$ cat config.mk
export PLATFORM = sky130hd
export DESIGN_NAME = uc_coordena_asteroides_tiros
export DESIGN_NICKNAME = d
export VERILOG_FILES = /design/src/rtl/uc_coordena_pkg.sv /design/src/rtl/uc_coordena_asteroides_tiros_contador.sv /design/src/rtl/uc_coordena_asteroides_tiros.sv
export SDC_FILE = /design/constraint.sdc
export NUM_CORES = 1
export LEC_CHECK = 0
export ABC_AREA = 1
export BUFFER_PORTS_ARGS = -buffer_cell sky130_fd_sc_hd__buf_2
export CORE_MARGIN = 3
export CORE_UTILIZATION = 52
export CTS_CLUSTER_DIAMETER = 200
export DETAILED_ROUTE_END_ITERATION = 10
export PLACE_DENSITY_LB_ADDON = 0.1
export SYNTH_ARGS = -nofsm -noshare
export SYNTH_HDL_FRONTEND = slang
export SYNTH_HIERARCHICAL = 1
export SYNTH_SLANG_ARGS = --single-unit
export TNS_END_PERCENT = 30
$ cat constraint.sdc
create_clock -name clock -period 2.3 [get_ports clock]
set_input_delay 0.115 -clock clock [delete_from_list [all_inputs] [get_ports clock]]
set_output_delay 0.115 -clock clock [all_outputs]
set_load 0.05 [all_outputs]
$ cat src/rtl/uc_coordena_pkg.sv
// Shared state codes and default table sizes for the asteroid/shot sweep.
// Ship collision check is enabled with UC_COORDENA_COLISAO_NAVE_EN.
package uc_coordena_pkg;

  localparam int N_ASTEROIDES_PADRAO = 16;
  localparam int N_TIROS_PADRAO      = 8;

  localparam logic [4:0] ESTADO_OCIOSO       = 5'h00;
  localparam logic [4:0] ESTADO_PREPARA      = 5'h01;
  localparam logic [4:0] ESTADO_LE_AST       = 5'h02;
  localparam logic [4:0] ESTADO_ATUALIZA_AST = 5'h03;
  localparam logic [4:0] ESTADO_CHECA_NAVE   = 5'h04;
  localparam logic [4:0] ESTADO_PROX_AST     = 5'h05;
  localparam logic [4:0] ESTADO_LE_TIRO      = 5'h06;
  localparam logic [4:0] ESTADO_ATUALIZA_TIRO = 5'h07;
  localparam logic [4:0] ESTADO_LE_ALVO      = 5'h08;
  localparam logic [4:0] ESTADO_CHECA_ALVO   = 5'h09;
  localparam logic [4:0] ESTADO_PROX_ALVO    = 5'h0A;
  localparam logic [4:0] ESTADO_PROX_TIRO    = 5'h0B;
  localparam logic [4:0] ESTADO_CONCLUIDO    = 5'h0C;
  localparam logic [4:0] ESTADO_ERRO         = 5'h0F;

  typedef enum logic [4:0] {
    OCIOSO        = ESTADO_OCIOSO,
    PREPARA       = ESTADO_PREPARA,
    LE_AST        = ESTADO_LE_AST,
    ATUALIZA_AST  = ESTADO_ATUALIZA_AST,
    CHECA_NAVE    = ESTADO_CHECA_NAVE,
    PROX_AST      = ESTADO_PROX_AST,
    LE_TIRO       = ESTADO_LE_TIRO,
    ATUALIZA_TIRO = ESTADO_ATUALIZA_TIRO,
    LE_ALVO       = ESTADO_LE_ALVO,
    CHECA_ALVO    = ESTADO_CHECA_ALVO,
    PROX_ALVO     = ESTADO_PROX_ALVO,
    PROX_TIRO     = ESTADO_PROX_TIRO,
    CONCLUIDO     = ESTADO_CONCLUIDO,
    ERRO          = ESTADO_ERRO
  } estado_t;

endpackage

$ cat src/rtl/uc_coordena_asteroides_tiros_contador.sv
// Sweep index counter: clear, increment modulo 2^W, last-entry flag.
// Used for the asteroid, shot and target indices.
module contador_varredura #(
  parameter int W = 4
) (
  input  logic         clock,
  input  logic         reset_n,
  input  logic         zera,
  input  logic         conta,
  output logic [W-1:0] valor,
  output logic         ultimo
);

  always_ff @(posedge clock or negedge reset_n) begin
    if (!reset_n) begin
      valor <= '0;
    end else if (zera) begin
      valor <= '0;
    end else if (conta) begin
      valor <= valor + 1'b1;
    end
  end

  assign ultimo = &valor;

endmodule

$ cat src/rtl/uc_coordena_asteroides_tiros.sv
// Movement sweep control unit: asteroid table, then shot table vs targets.
// Ship collision check is enabled with UC_COORDENA_COLISAO_NAVE_EN.
module uc_coordena_asteroides_tiros
  import uc_coordena_pkg::*;
#(
  parameter int N_ASTEROIDES = N_ASTEROIDES_PADRAO,
  parameter int N_TIROS      = N_TIROS_PADRAO
) (
  input  logic                            clock,
  input  logic                            reset_n,
  input  logic                            iniciar,
  input  logic                            vidas,
  input  logic                            asteroide_ativo,
  input  logic                            tiro_ativo,
  input  logic                            colisao_nave,
  input  logic                            colisao_tiro,
  output logic [$clog2(N_ASTEROIDES)-1:0] addr_asteroide,
  output logic [$clog2(N_TIROS)-1:0]      addr_tiro,
  output logic                            mover_asteroide,
  output logic                            mover_tiro,
  output logic                            apaga_asteroide,
  output logic                            apaga_tiro,
  output logic                            decrementa_vidas,
  output logic                            incrementa_pontos,
  output logic                            pronto,
  output logic [4:0]                      db_estado
);

  localparam int WA = $clog2(N_ASTEROIDES);
  localparam int WT = $clog2(N_TIROS);

  estado_t estado, proximo;

  logic          zera_i, conta_i, ult_i;
  logic          zera_t, conta_t, ult_t;
  logic          zera_j, conta_j, ult_j;
  logic [WA-1:0] val_i, val_j;
  logic [WT-1:0] val_t;
  logic          em_alvo;

`ifndef UC_COORDENA_COLISAO_NAVE_EN
  logic nave_unused;
  assign nave_unused = colisao_nave;
`endif

  contador_varredura #(.W(WA)) u_cnt_i (
    .clock  (clock),
    .reset_n(reset_n),
    .zera   (zera_i),
    .conta  (conta_i),
    .valor  (val_i),
    .ultimo (ult_i)
  );

  contador_varredura #(.W(WT)) u_cnt_t (
    .clock  (clock),
    .reset_n(reset_n),
    .zera   (zera_t),
    .conta  (conta_t),
    .valor  (val_t),
    .ultimo (ult_t)
  );

  contador_varredura #(.W(WA)) u_cnt_j (
    .clock  (clock),
    .reset_n(reset_n),
    .zera   (zera_j),
    .conta  (conta_j),
    .valor  (val_j),
    .ultimo (ult_j)
  );

  always_ff @(posedge clock or negedge reset_n) begin
    if (!reset_n) begin
      estado <= OCIOSO;
    end else begin
      estado <= proximo;
    end
  end

  always_comb begin
    proximo           = estado;
    zera_i            = 1'b0;
    zera_t            = 1'b0;
    zera_j            = 1'b0;
    conta_i           = 1'b0;
    conta_t           = 1'b0;
    conta_j           = 1'b0;
    mover_asteroide   = 1'b0;
    mover_tiro        = 1'b0;
    apaga_asteroide   = 1'b0;
    apaga_tiro        = 1'b0;
    decrementa_vidas  = 1'b0;
    incrementa_pontos = 1'b0;
    pronto            = 1'b0;
    unique case (estado)
      OCIOSO: begin
        {zera_i, zera_t, zera_j} = 3'b111;
        if (iniciar) proximo = PREPARA;
      end
      PREPARA: begin
        {zera_i, zera_t, zera_j} = 3'b111;
        proximo = vidas ? LE_AST : CONCLUIDO;
      end
      LE_AST: proximo = ATUALIZA_AST;
      ATUALIZA_AST: begin
        mover_asteroide = asteroide_ativo;
`ifdef UC_COORDENA_COLISAO_NAVE_EN
        proximo = CHECA_NAVE;
`else
        proximo = PROX_AST;
`endif
      end
`ifdef UC_COORDENA_COLISAO_NAVE_EN
      CHECA_NAVE: begin
        if (asteroide_ativo && colisao_nave) begin
          apaga_asteroide  = 1'b1;
          decrementa_vidas = 1'b1;
        end
        proximo = PROX_AST;
      end
`endif
      PROX_AST: begin
        if (ult_i) begin
          proximo = LE_TIRO;
        end else begin
          conta_i = 1'b1;
          proximo = LE_AST;
        end
      end
      LE_TIRO: proximo = ATUALIZA_TIRO;
      ATUALIZA_TIRO: begin
        if (tiro_ativo) begin
          mover_tiro = 1'b1;
          zera_j     = 1'b1;
          proximo    = LE_ALVO;
        end else begin
          proximo = PROX_TIRO;
        end
      end
      LE_ALVO: proximo = CHECA_ALVO;
      CHECA_ALVO: begin
        // A shot is consumed by its first hit.
        if (asteroide_ativo && tiro_ativo && colisao_tiro) begin
          apaga_asteroide   = 1'b1;
          apaga_tiro        = 1'b1;
          incrementa_pontos = 1'b1;
          proximo           = PROX_TIRO;
        end else begin
          proximo = PROX_ALVO;
        end
      end
      PROX_ALVO: begin
        if (ult_j) begin
          proximo = PROX_TIRO;
        end else begin
          conta_j = 1'b1;
          proximo = LE_ALVO;
        end
      end
      PROX_TIRO: begin
        if (ult_t) begin
          proximo = CONCLUIDO;
        end else begin
          conta_t = 1'b1;
          proximo = LE_TIRO;
        end
      end
      CONCLUIDO: begin
        pronto = 1'b1;
        {zera_i, zera_t, zera_j} = 3'b111;
        if (iniciar) proximo = PREPARA;
      end
      ERRO:    proximo = OCIOSO;
      default: proximo = ERRO;
    endcase
  end

  assign em_alvo = (estado == LE_ALVO) ||
                   (estado == CHECA_ALVO) ||
                   (estado == PROX_ALVO);

  assign addr_asteroide = em_alvo ? val_j : val_i;
  assign addr_tiro      = val_t;
  assign db_estado      = estado;

endmodule

# Word-level counts from Yosys, hierarchy flattened
# Index checks and enable logic that the tools add are counted.
[totals]
in_bits = 8
elab_cells = 62
reg_bits = 16
output_inout_bits = 19
[classes]
n_eq_ne = 13
mux = 29
reduce_logical = 13
n_addsub = 3
[ops]
columns = ["cell", "n"]
rows = [
  ["one-hot mux 5 bit (12 select lines)", 1],
  ["equality test 5 x 4 -> 1 bit (second input constant)", 6],
  ["2-to-1 mux 4 bit", 7],
  ["equality test 5 x 3 -> 1 bit (second input constant)", 3],
  ["2-to-1 mux 1 bit", 14],
  ["equality test 5 x 2 -> 1 bit (second input constant)", 2],
  ["2-to-1 mux 3 bit", 3],
  ["adder 4 x 1 -> 4 bit (second input constant)", 2],
  ["AND reduction 4 bit", 2],
  ["nonzero test 2 bit", 3],
  ["equality test 5 x 1 -> 1 bit (second input constant)", 1],
  ["logical NOT 5 bit", 1],
  ["2-to-1 mux 5 bit", 1],
  ["2-to-1 mux 2 bit", 2],
  ["adder 3 x 1 -> 3 bit (second input constant)", 1],
  ["AND reduction 3 bit", 1],
  ["OR reduction 3 bit", 1],
  ["logical AND 1 bit", 2],
  ["logical OR 1 bit", 2],
  ["inequality test 2 x 1 -> 1 bit (second input constant)", 1],
  ["one-hot mux 1 bit (2 select lines)", 1],
  ["OR reduction 2 bit", 1],
]

# Logic depth before layout (Yosys ltp)
[depth]
word_depth = 5
mapped_depth = 10
depth_no_buf = 10

# Modules after synthesis
# The synthesis kept the hierarchy.
[modules_own_cells]
columns = ["module", "cells_per_inst", "n_inst", "seq_area_each_um2", "area_each_um2"]
rows = [
  ["uc_coordena_asteroides_tiros", 85, 1, 100.1, 510.5],
  ["contador_varredura (u_cnt_i)", 26, 1, 100.1, 211.5],
  ["contador_varredura (u_cnt_j)", 25, 1, 100.1, 207.7],
  ["contador_varredura (u_cnt_t)", 17, 1, 75.1, 151.4],
]

# Worst setup path after synthesis
# No wires, ideal clock.
[synth_timing]
path_kind = "reg2reg"
startpoint = "register estado[2], in the netlist db_estado[2]"
endpoint = "register u_cnt_j.valor[3]"
setup_ns = 0.119
arrival_time_ns = 2.322
path_stages_with_launch = 11
n_path_buf = 0
synth_period_minus_slack_ns = 2.441
required_time_ns = 2.181
slack_ns = -0.141
cell_sequence = "dfrtp_1 inv_2 nor2_2 nand2_1 nor2_1 or2_1 nor2_2 nor2_4 nand3_1 nand2_1 nor2_1"
[synth_between]
elab_chain_cells = 4
word_cells_on_any_way = 10
classes_between = "eq/ne (4); mux (3); reduce/logical (3)"
[synth_lines]
columns = ["element", "line", "text"]
rows = [
  ["from (decl)", "uc_coordena_asteroides_tiros.sv:32", "estado_t estado, proximo;"],
  ["from (signal assigned)", "uc_coordena_asteroides_tiros.sv:77", "estado <= proximo;"],
  ["equality test 5 x 4 -> 1 bit (tied with other cells)", "uc_coordena_asteroides_tiros.sv:96", "unique case (estado)"],
  ["OR reduction 3 bit (no source line)", "-", ""],
  ["one-hot mux 1 bit (2 select lines) (*)", "uc_coordena_asteroides_tiros.sv:96", ""],
  ["net zera_j", "uc_coordena_asteroides_tiros.sv:36", "logic zera_j, conta_j, ult_j;"],
  ["2-to-1 mux 4 bit or nonzero test 2 bit (tied branches)", "-", ""],
  ["to (signal assigned)", "uc_coordena_asteroides_tiros_contador.sv:20", "valor <= valor + 1'b1;"],
  ["to (decl)", "uc_coordena_asteroides_tiros_contador.sv:10", "output logic [W-1:0] valor,"],
]
# The timed path passes the listed nets; every way through them passes the cells marked *.
# A chain may end at the register's enable or synchronous reset.

# Worst setup path in the final report
[layout_timing]
startpoint = "register estado[3], in the netlist db_estado[3]"
endpoint = "register u_cnt_j.valor[3]"
# Same word-level chain as after synthesis.

==> out/qor.yml <==
status: "complete, no violations"
power.total_mw: 1.80
die_h_um: 51.6
fp.coreArea_um2: 1840
cts-htree-levels: 1
start_util_pct: 58.8
powerDensity_nw_per_um2: 1440
synth_most_common_cell: "nand2_1"
num_rows: 15
maxCapViolCount: 0
vdd_ir_drop_max_mv: 1.11
viasPerCell: 5.18
fmax_mhz: 537
dpl_cell_area_um2: 1210
synthArstFlopShare_pct: 100
grt_max_degree: 16
cts_num_sinks: 15
ys_types: 22
yosysWarningCount: 6
cp_max_fo: 8
ys_seq_area_share_pct: 34.7
dieArea_um2: 2660
drt_wl_total_um: 2500
critPathMaxStageDelay_ps: 500
vias: 1057
clock_path_buffers: 2
place_hpwl_um: 1960
ys_ff_latch: 15
p_leak_nw: 0.753
hold_slack_ps: 102
setup_viol: 0
avgSynthCellArea_um2: 7.07
nets: 192
cts_root_buffer: "clkbuf_4"
antenna_found_initial: 0
path_clk_slew_ps: 90
drc: 0
cpLargestDelayFamily: "simple AND/OR/NAND/NOR gates"
first_global_vias: 971
fin_crit_sh_pct: 80.9
min_period_ps: 1860
rsz0062_at_grt: "no"
grt_pass1_wl_um: 4100
synth_edf_count: 0
ant_nets: 0
cp-end-kind: "flip-flop"
firstDrtPassIters: 4
grt_overflow: 0
clk_latency_ps: 280
synthFlopType: "dfrtp_1"
ctsResizeCount: 0
critPathBufInv: 1
cp-start-kind: "flip-flop"
finalMaxSlewViolations: 0
synthCells: 153
final_cell_area_um2: 1250
stdcell_count: 204
path_cells: "inv_2 -> nor2_4 -> or2_1 -> nand2_1 -> or2_1 -> nor2_2 -> nor2_4 -> a21oi_1 -> nor2_1"
track_usage_pct: 20.4
avgRoutedWirePerCell_um: 12.2
initialDrtViolationCount: 13
finClkSkew_ps: 2.46
synth_area_um2: 1080
place_congestion: 0.897
syn_to_final_growth_pct: 15.5
drive_gt1_share_pct: 25.1
synthTopCellsByArea: "dfrtp_1 35%, nand2_1 14%, nor2_1 7.3%, nand3_1 6.9%, inv_1 6.6%"
cp_slowest_cell: "dfrtp_1"
place_inst: 199
io_buffers: 23
synth_commonest_cells: "41 x nand2_1, 21 x nor2_1, 19 x inv_1"
yosysTopAreaCell: "dfrtp_1"
ioPinCount: 27
num_antenna_cells: 0
cp.required_ps: 2480
synth_top_cell_area_share_pct: 34.7
crit_arrival_ps: 2040
crit_type: "reg -> reg"
die_w_um: 51.6
finalHoldViolCount: 0
hp-class: "in -> reg"
cts_tree: "yes"
cts_buffers: 3
registers in the layout, summed over array words and instances (netlist names):
name,count
u_cnt_t/valor,3
db_estado,4
u_cnt_j/valor,4
u_cnt_i/valor,4
routing by layer:
layer  vias to the layer above  track usage [%]  wire [um]
li1                        532                -          -
met2                        47             36.0       1170
met1                       474             24.5       1140
met3                         4             5.44        166
met5                         -                0          0
met4                         0             4.80         27
tightest hold or removal path, stage by stage:
cell and delay (ps):
buf_2 90, nor2_1 40, nor2_1 100
placed cells by master (no fill, tap or decap), types with 2 or more instances in the layout:
cell type and n:
o211ai_1 2, buf_2 23, nor2_4 3, inv_2 3, nor2_1 20, inv_1 19, mux2_4 4, nand4_1 2
clkbuf_4 3, nand2_1 41, conb_1 2, dfrtp_1 15, nand3_1 15, nor2_2 6, ha_1 4, a21oi_1 6
or2_1 2
cell type report:
| type | count | area [um^2] |
|---|---|---|
| Timing Repair Buffer | 25 | 133 |
| Clock buffer | 3 | 22.5 |
| Inverter | 22 | 82.6 |
| Clock inverter | 1 | 5.00 |
| Sequential cell | 15 | 375 |
| Multi-Input combinational cell | 113 | 599 |
| Tap cell | 25 | 31.3 |
| Fill cell | 173 | 591 |
cell families (layout without fill, tap and decap cells):
family | after synthesis | count (layout) | synth area share (%)
AND/OR/NAND/NOR | 93 | 93 | 39.0
adder cells (fa/ha/maj) | 4 | 4 | 4.63
flip-flops | 15 | 15 | 34.7
multiplexers | 4 | 4 | 5.56
other | 1 | 2 | 0.347
AO/OA/AOI/OAI | 10 | 10 | 5.32
buffers and inverters | 26 | 51 | 10.4
power breakdown:
group | leakage, nW | internal, mW | switching [mW]
registers | 0.196 | 0.348 | 0.118
clock network | 0.0177 | 0.0646 | 0.0854
logic | 0.539 | 0.334 | 0.849
timing repair:
item,CTS,global route
hold buffers,1,0
hold endpoints to repair,15,0
setup buffers,0,0
per-stage QoR:
step / setup slack [ps] / utilization [%] / TNS, ps
after CTS: 435 / 67.9 / 0
after global placement: 507 / 65.9 / 0
after global routing: 289 / 67.9 / 0
final: 439 / 67.9 / 0
after floorplan: -60.2 / - / -120
after detailed placement: 461 / 65.9 / 0
final timing paths:
path | start | to | slack (ps) | cells past startpoint
max | db_estado[3] | u_cnt_j/valor[3] | 440 | 9
min | iniciar | db_estado[0] | 100 | 3
max reg2reg | db_estado[3] | u_cnt_j/valor[3] | 440 | 9
min reg2reg | u_cnt_t/valor[1] | u_cnt_t/valor[1] | 520 | 2
max in group asynchronous | reset_n | db_estado[0] | 1780 | 2
min in group asynchronous | reset_n | db_estado[2] | 260 | 2
(Power assumes the default switching activity.)
